<file path="config.mk">
export PLATFORM = sky130hd
export DESIGN_NAME = btn_debouncer_bank_flat
export DESIGN_NICKNAME = d
export VERILOG_FILES = /design/src/rtl/btn_pkg.sv /design/src/rtl/btn_debouncer_bank_if.sv /design/src/rtl/btn_channel.sv /design/src/rtl/btn_sync.sv /design/src/rtl/btn_debouncer_bank.sv /design/src/flat_wrapper.sv
export SDC_FILE = /design/constraint.sdc
export NUM_CORES = 1
export LEC_CHECK = 0
export ABC_CLOCK_PERIOD_IN_PS = 7200
export CAP_MARGIN = 40
export CORE_AREA = 4 4 175 160
export DETAILED_ROUTE_END_ITERATION = 10
export DIE_AREA = 0 0 179 164
export PLACE_DENSITY = 0.56
export SKIP_LAST_GASP = 1
export SLEW_MARGIN = 5
export SYNTH_ARGS = -nofsm -noshare
export SYNTH_HDL_FRONTEND = slang
export SYNTH_SLANG_ARGS = --single-unit
</file>
<file path="constraint.sdc">
create_clock -name clk -period 7.2 [get_ports clk]
set_input_delay 1.8 -clock clk [delete_from_list [all_inputs] [get_ports clk]]
set_output_delay 1.8 -clock clk [all_outputs]
set_load 0.05 [all_outputs]
</file>
<file path="src/rtl/btn_pkg.sv">
// Shared types for the button debouncer bank.
// The hold FSM walks IDLE -> WAIT_FIRST -> REPEATING while a button stays pressed.
package btn_pkg;

   typedef enum logic [1:0] {
      IDLE       = 2'd0,
      WAIT_FIRST = 2'd1,
      REPEATING  = 2'd2
   } hold_state_e;

endpackage

</file>
<file path="src/rtl/btn_debouncer_bank_if.sv">
// Bundle of the clock enable, raw buttons and per-channel event outputs.
// No handshake: ce qualifies every sample; event outputs are one-ce-period pulses.
interface btn_debouncer_bank_if
   import btn_pkg::*;
#(
   parameter int CHANNELS = 4
) ();

   logic                ce;
   logic [CHANNELS-1:0] btn;
   logic [CHANNELS-1:0] btn_debounced;
   logic [CHANNELS-1:0] btn_press;
   logic [CHANNELS-1:0] btn_release;
   logic [CHANNELS-1:0] btn_repeat;
   hold_state_e [CHANNELS-1:0] hold_state;

   modport master (
      output ce, btn,
      input  btn_debounced, btn_press, btn_release, btn_repeat, hold_state
   );

   modport slave (
      input  ce, btn,
      output btn_debounced, btn_press, btn_release, btn_repeat, hold_state
   );

endinterface

</file>
<file path="src/rtl/btn_channel.sv">
// One button: synchronizer, symmetric counter-based debounce filter, and
// the hold FSM that produces auto-repeat pulses while the button stays pressed.
module btn_channel
   import btn_pkg::*;
#(
   parameter int COUNTER_WIDTH = 16,
   parameter int HOLD_WIDTH    = 16,
   parameter int REPEAT_DELAY  = 25000,
   parameter int REPEAT_PERIOD = 5000
) (
   input  logic        clk,
   input  logic        rst,
   input  logic        ce,
   input  logic        btn,
   output logic        debounced,
   output logic        press_evt,
   output logic        release_evt,
   output logic        repeat_evt,
   output hold_state_e state
);

   localparam longint HOLD_MAX = (longint'(1) << HOLD_WIDTH) - 1;
   localparam logic [HOLD_WIDTH-1:0] DELAY_V  = HOLD_WIDTH'(REPEAT_DELAY);
   localparam logic [HOLD_WIDTH-1:0] PERIOD_V = HOLD_WIDTH'(REPEAT_PERIOD);

   if (longint'(REPEAT_DELAY) > HOLD_MAX) begin : g_bad_delay
      $error("REPEAT_DELAY does not fit in the hold counter");
   end
   if (longint'(REPEAT_PERIOD) > HOLD_MAX || REPEAT_PERIOD < 1) begin : g_bad_period
      $error("REPEAT_PERIOD must be in 1 .. 2**HOLD_WIDTH-1");
   end

   logic                     sync_q;
   logic [COUNTER_WIDTH-1:0] cnt;
   logic [HOLD_WIDTH-1:0]    hold_cnt;
   logic [HOLD_WIDTH-1:0]    hold_next;
   logic                     flip;

   btn_sync u_sync (
      .clk (clk),
      .ce  (ce),
      .d   (btn),
      .q   (sync_q)
   );

   // flip marks the sample on which the debounced level toggles
   always_comb begin
      flip      = (sync_q != debounced) && (&cnt);
      hold_next = (&hold_cnt) ? hold_cnt : hold_cnt + 1'b1;
   end

   always_ff @(posedge clk) begin
      if (rst) begin
         cnt         <= '0;
         hold_cnt    <= '0;
         debounced   <= 1'b0;
         press_evt   <= 1'b0;
         release_evt <= 1'b0;
         repeat_evt  <= 1'b0;
         state       <= IDLE;
      end else if (ce) begin
         press_evt   <= 1'b0;
         release_evt <= 1'b0;
         repeat_evt  <= 1'b0;

         if (sync_q == debounced) begin
            cnt <= '0;
         end else if (&cnt) begin
            cnt         <= '0;
            debounced   <= ~debounced;
            press_evt   <= ~debounced;
            release_evt <= debounced;
         end else begin
            cnt <= cnt + 1'b1;
         end

         // A release wins over a repeat falling due on the same sample
         if (flip && debounced) begin
            state    <= IDLE;
            hold_cnt <= '0;
         end else begin
            case (state)
               IDLE: begin
                  if (flip && REPEAT_DELAY != 0) begin
                     state    <= WAIT_FIRST;
                     hold_cnt <= '0;
                  end
               end
               WAIT_FIRST: begin
                  if (hold_next == DELAY_V) begin
                     repeat_evt <= 1'b1;
                     hold_cnt   <= '0;
                     state      <= REPEATING;
                  end else begin
                     hold_cnt <= hold_next;
                  end
               end
               REPEATING: begin
                  if (hold_next == PERIOD_V) begin
                     repeat_evt <= 1'b1;
                     hold_cnt   <= '0;
                  end else begin
                     hold_cnt <= hold_next;
                  end
               end
               default: state <= IDLE;
            endcase
         end
      end
   end

endmodule

</file>
<file path="src/rtl/btn_sync.sv">
// Two-flop synchronizer advancing only on ce.
// Deliberately unreset: stale contents are absorbed by the debounce filter length.
module btn_sync (
   input  logic clk,
   input  logic ce,
   input  logic d,
   output logic q
);

   logic meta;

   always_ff @(posedge clk) begin
      if (ce) begin
         meta <= d;
         q    <= meta;
      end
   end

endmodule

</file>
<file path="src/rtl/btn_debouncer_bank.sv">
// Bank of independent debounced buttons with press/release/auto-repeat events.
module btn_debouncer_bank
   import btn_pkg::*;
#(
   parameter int CHANNELS      = 4,
   parameter int COUNTER_WIDTH = 16,
   parameter int HOLD_WIDTH    = 16,
   parameter int REPEAT_DELAY  = 25000,
   parameter int REPEAT_PERIOD = 5000
) (
   input  logic                 clk,
   input  logic                 rst,
   btn_debouncer_bank_if.slave  bus
);

   for (genvar i = 0; i < CHANNELS; i++) begin : g_ch
      btn_channel #(
         .COUNTER_WIDTH (COUNTER_WIDTH),
         .HOLD_WIDTH    (HOLD_WIDTH),
         .REPEAT_DELAY  (REPEAT_DELAY),
         .REPEAT_PERIOD (REPEAT_PERIOD)
      ) u_ch (
         .clk         (clk),
         .rst         (rst),
         .ce          (bus.ce),
         .btn         (bus.btn[i]),
         .debounced   (bus.btn_debounced[i]),
         .press_evt   (bus.btn_press[i]),
         .release_evt (bus.btn_release[i]),
         .repeat_evt  (bus.btn_repeat[i]),
         .state       (bus.hold_state[i])
      );
   end

endmodule

</file>
<file path="src/flat_wrapper.sv">
// flat-port wrapper written by rule: the top's interface ports become plain ports
module btn_debouncer_bank_flat import btn_pkg::*;
#(
   parameter int CHANNELS      = 4,
   parameter int COUNTER_WIDTH = 16,
   parameter int HOLD_WIDTH    = 16,
   parameter int REPEAT_DELAY  = 25000,
   parameter int REPEAT_PERIOD = 5000
)
  (clk, rst, bus_ce, bus_btn, bus_btn_debounced, bus_btn_press, bus_btn_release, bus_btn_repeat, bus_hold_state);
  btn_debouncer_bank_if #(.CHANNELS(CHANNELS)) bus_i ();
  input  logic clk;
  input  logic rst;
  input wire logic [$bits(bus_i.ce)-1:0] bus_ce;
  input wire logic [$bits(bus_i.btn)-1:0] bus_btn;
  output wire logic [$bits(bus_i.btn_debounced)-1:0] bus_btn_debounced;
  output wire logic [$bits(bus_i.btn_press)-1:0] bus_btn_press;
  output wire logic [$bits(bus_i.btn_release)-1:0] bus_btn_release;
  output wire logic [$bits(bus_i.btn_repeat)-1:0] bus_btn_repeat;
  output wire logic [$bits(bus_i.hold_state)-1:0] bus_hold_state;
  assign bus_i.ce = bus_ce;
  assign bus_i.btn = bus_btn;
  assign bus_btn_debounced = bus_i.btn_debounced;
  assign bus_btn_press = bus_i.btn_press;
  assign bus_btn_release = bus_i.btn_release;
  assign bus_btn_repeat = bus_i.btn_repeat;
  assign bus_hold_state = bus_i.hold_state;
  btn_debouncer_bank #(.CHANNELS(CHANNELS), .COUNTER_WIDTH(COUNTER_WIDTH), .HOLD_WIDTH(HOLD_WIDTH), .REPEAT_DELAY(REPEAT_DELAY), .REPEAT_PERIOD(REPEAT_PERIOD)) u_core (.clk(clk), .rst(rst), .bus(bus_i));
endmodule
</file>
==> metrics.csv <==
stage,metric,value,unit
run_status,status,"complete, no violations",
setup_path,crit-path max cell delay,0.67,ns
clocking,Num CTS Buffers,17,
setup_path,Crit Path Max Fanout,42,
floorplanning,core area,26000,um2
clocking,post_cts resized,0,
clocking,"Clk Latency, worst-skew pair",0.43,ns
sta,Max transition margin,47.6,%
floorplanning,width of the die,179,um
clocking,H-tree levels,4,
sta,Pins Over Slew Limit,0,
route,DR DRC count,0,
route,via count,9254,
power,Worst IR Drop VDD,155,uV
sta,RSZ-0062 raised after global routing,false,
finish,n_diodes,0,
sta,Final Hold Viols,0,
setup_path,Required @ worst endpoint,7.52,ns
place,GP Congestion,0.812,
clocking,TritonCTS clock tree,yes,
floorplanning,Rows,56,
clocking,Post-CTS Hold Buffers,0,
yosys,"Avg Cell Area, Syn",7.35,um2
clocking,TritonCTS sink count,160,
min_path,min-delay worst type,reg -> reg,
clocking,Clock Path Buffers,2,
place,DP Worst Slack,2.79,ns
route,vias per std cell,5.59,
route,DRT Pass-1 Iters,6,
setup_path,Worst Setup Path Type,in -> reg,
yosys,"FFs w/ async S/R, synth",0,%
setup_path,WP depth,10,
yosys,Yosys Warn Count,0,
route,drt total wl,23800,um
sta,setup ws final,3.22,ns
setup_path,Reg2Reg Depth,10,
floorplanning,I/O Pins,31,
power,internal power,1.37,mW
power,Psw,0.485,mW
sta,final setup fails,0,
sta,actual slew at the worst max-slew pin,0.786,ns
route,Avg WL per Cell,14.4,um
place,hpwl dp,15800,um
yosys,Mapped Area,9840,um2
flow_run,max_cap viols,0,
finish,Reg area,3280,um2
sta,Setup Skew,0.0110,ns
min_path,hold path start,u_core.g_ch[2].u_ch.u_sync.meta,
yosys,register area share after synthesis,33.4,%
finish,Nets,1321,
sta,Tcrit/Tclk final,55.3,%
power,Flop pwr share,48.5,%
power,Clk pwr share,48.2,%
grt,initial antenna violation count,0,
setup_path,CP top delay family,compound AO/OA/AOI/OAI gates,
power,"Power, Total",1.86,mW
setup_path,reg-to-reg startpoint,u_core.g_ch[0].u_ch.hold_cnt[1],
power,Cell Pwr Density,173,nW/um2
setup_path,CP bufs+invs,4,
yosys,Synth Register Bits,160,
grt,global route overflow,0,
finish,area of the multi-input gates,5960,um2
finish,area delta synth->final,8.94,%
power,Comb power frac,3.3,%
sta,fin crit period,3.98,ns
clocking,clk slew on worst S/H paths,0.07,ns
grt,first-pass GRT wire length,41200,um
sta,Max Clk Rate,251,MHz
yosys,most common flop cell mapped by yosys,dfxtp_1,
grt,vias in the first global route,8404,
min_path,WHS Path Cells,0,
grt,Total Routing Usage GR,16.6,%
sta,Post-Route Setup TNS,0,ns
yosys,"EDFF count, synth",8,
place,port bufs,30,
route,Iter 0 DRT Violations,698,
setup_path,CP startpoint,bus_ce,
yosys,Netlist cell types,82,
power,Leak,3.45,nW
setup_path,Crit. End Element,flip-flop,
grt,largest net degree at the start of global routing,64,
setup_path,Worst EP arrival,4.30,ns
floorplanning,Die Y,164,um
route,Final ANT Viol Nets,0,
clocking,CTS Root Buffer Type,clkbuf_16,
setup_path,CP startpoint kind,input pin,
yosys,Mapped Cells,1339,
finish,fraction of layout cells with a size suffix above 1,6.12,%
setup_path,"slowest stage cell, crit path",a32o_1,
sta,hold_ws,0.424,ns
setup_path,worst path cell trace,"buf_2, buf_4, clkinv_1, nor3_1, a21oi_1, buf_4, nor3_1, a32o_1, a21oi_1, a2111oi_0",
floorplanning,die area,29400,um2
power,switching share of power,26.1,%
finish,Layout fillers,2675,
floorplanning,Starting Density,37.8,%
clocking,"Setup Fix Bufs, Post-CTS",0,
yosys,syn_nets,1366,
cells in the mapped netlist, drive strengths merged (6+ instances only):
cell	number	area, um2
a211oi	6	45.0
a21oi	144	724
a22oi	14	105
a31oi	26	163
and2	11	68.8
and3	39	244
and4	7	61.3
buf	52	310
clkbuf	53	200
dfxtp	152	3040
edfxtp	8	240
ha	20	250
inv	24	90.1
mux2i	11	110
nand2	152	571
nand3	98	516
nand4	40	269
nor2	151	567
nor2b	8	50.1
nor3	66	335
nor3b	18	135
nor4	29	245
o21ai	77	389
or2	8	50.1
or3	9	56.3
or4	11	90.1
xnor2	18	158
xor2	14	123
power groups by stage:
stage	Sequential, mW	Combinational, mW	Clock (mW)
floorplan	0.921	0.0448	0
global placement	0.922	0.0615	0
detailed placement	0.922	0.0621	0
CTS	0.902	0.0623	0.930
global route	0.902	0.0696	0.963
finish	0.902	0.0610	0.896
state kept, by name, summed over array words and instances, names as in the netlist:
register,cells
u_core.g_ch.u_ch.press_evt,4
u_core.g_ch.u_ch.state,8
u_core.g_ch.u_ch.u_sync.q,4
u_core.g_ch.u_ch.repeat_evt,4
u_core.g_ch.u_ch.cnt,64
u_core.g_ch.u_ch.release_evt,4
u_core.g_ch.u_ch.debounced,4
u_core.g_ch.u_ch.hold_cnt,64
u_core.g_ch.u_ch.u_sync.meta,4
cell type report:
type	count	share of cell area, %
Inverter	25	0.876
Clock buffer	17	3.97
Sequential cell	160	30.6
Timing Repair Buffer	41	3.50
Tap cell	348	4.06
Multi-Input combinational cell	1049	55.6
Clock inverter	15	1.37
kinds of logic after synthesis:
| family | share of synthesized area [%] |
|---|---|
| XOR/XNOR | 2.85 |
| adder cells (fa/ha/maj) | 2.54 |
| AO/OA/AOI/OAI | 19.1 |
| flip-flops | 33.4 |
| AND/OR/NAND/NOR | 34.7 |
| multiplexers | 1.35 |
| buffers and inverters | 6.14 |
layer usage:
| metal | share of wire [%] | up-vias | GRT usage, % |
|---|---|---|---|
| li1 | - | 4767 | - |
| met5 | 0 | - | 0 |
| met3 | 3.8 | 15 | 3.20 |
| met2 | 43 | 166 | 25.3 |
| met1 | 52 | 4306 | 24.1 |
| met4 | 0.74 | 0 | 4.39 |
cells in the final DEF (no fill, tap or decap), drive strengths merged, types with 34 or more instances in the layout:
cell type,n
and3,39
a21oi,144
nor3,66
o21ai,77
nand4,40
nor2,151
dfxtp,152
nand2,152
nand3,98
inv,34
worst paths after layout:
path | endpoint | slack (ns)
worst max register to register | u_core.g_ch[0].u_ch.hold_cnt[4] | 3.47
worst min-delay path | u_core.g_ch[2].u_ch.u_sync.q | 0.42
worst min register to register | u_core.g_ch[2].u_ch.u_sync.q | 0.42
worst max-delay path | u_core.g_ch[0].u_ch.hold_cnt[4] | 3.22
stage by stage:
step / instance area (um2) / utilization, % / cells
after detailed placement: 10100 / 39.0 / 1623
after floorplan: 9840 / - / 1339
after global routing: 10700 / 41.2 / 1655
after CTS: 10700 / 41.2 / 1655
after global placement: 10100 / 39.0 / 1621
final: 10700 / 41.2 / 1655
Note: power is estimated with default switching activity, not from simulation.
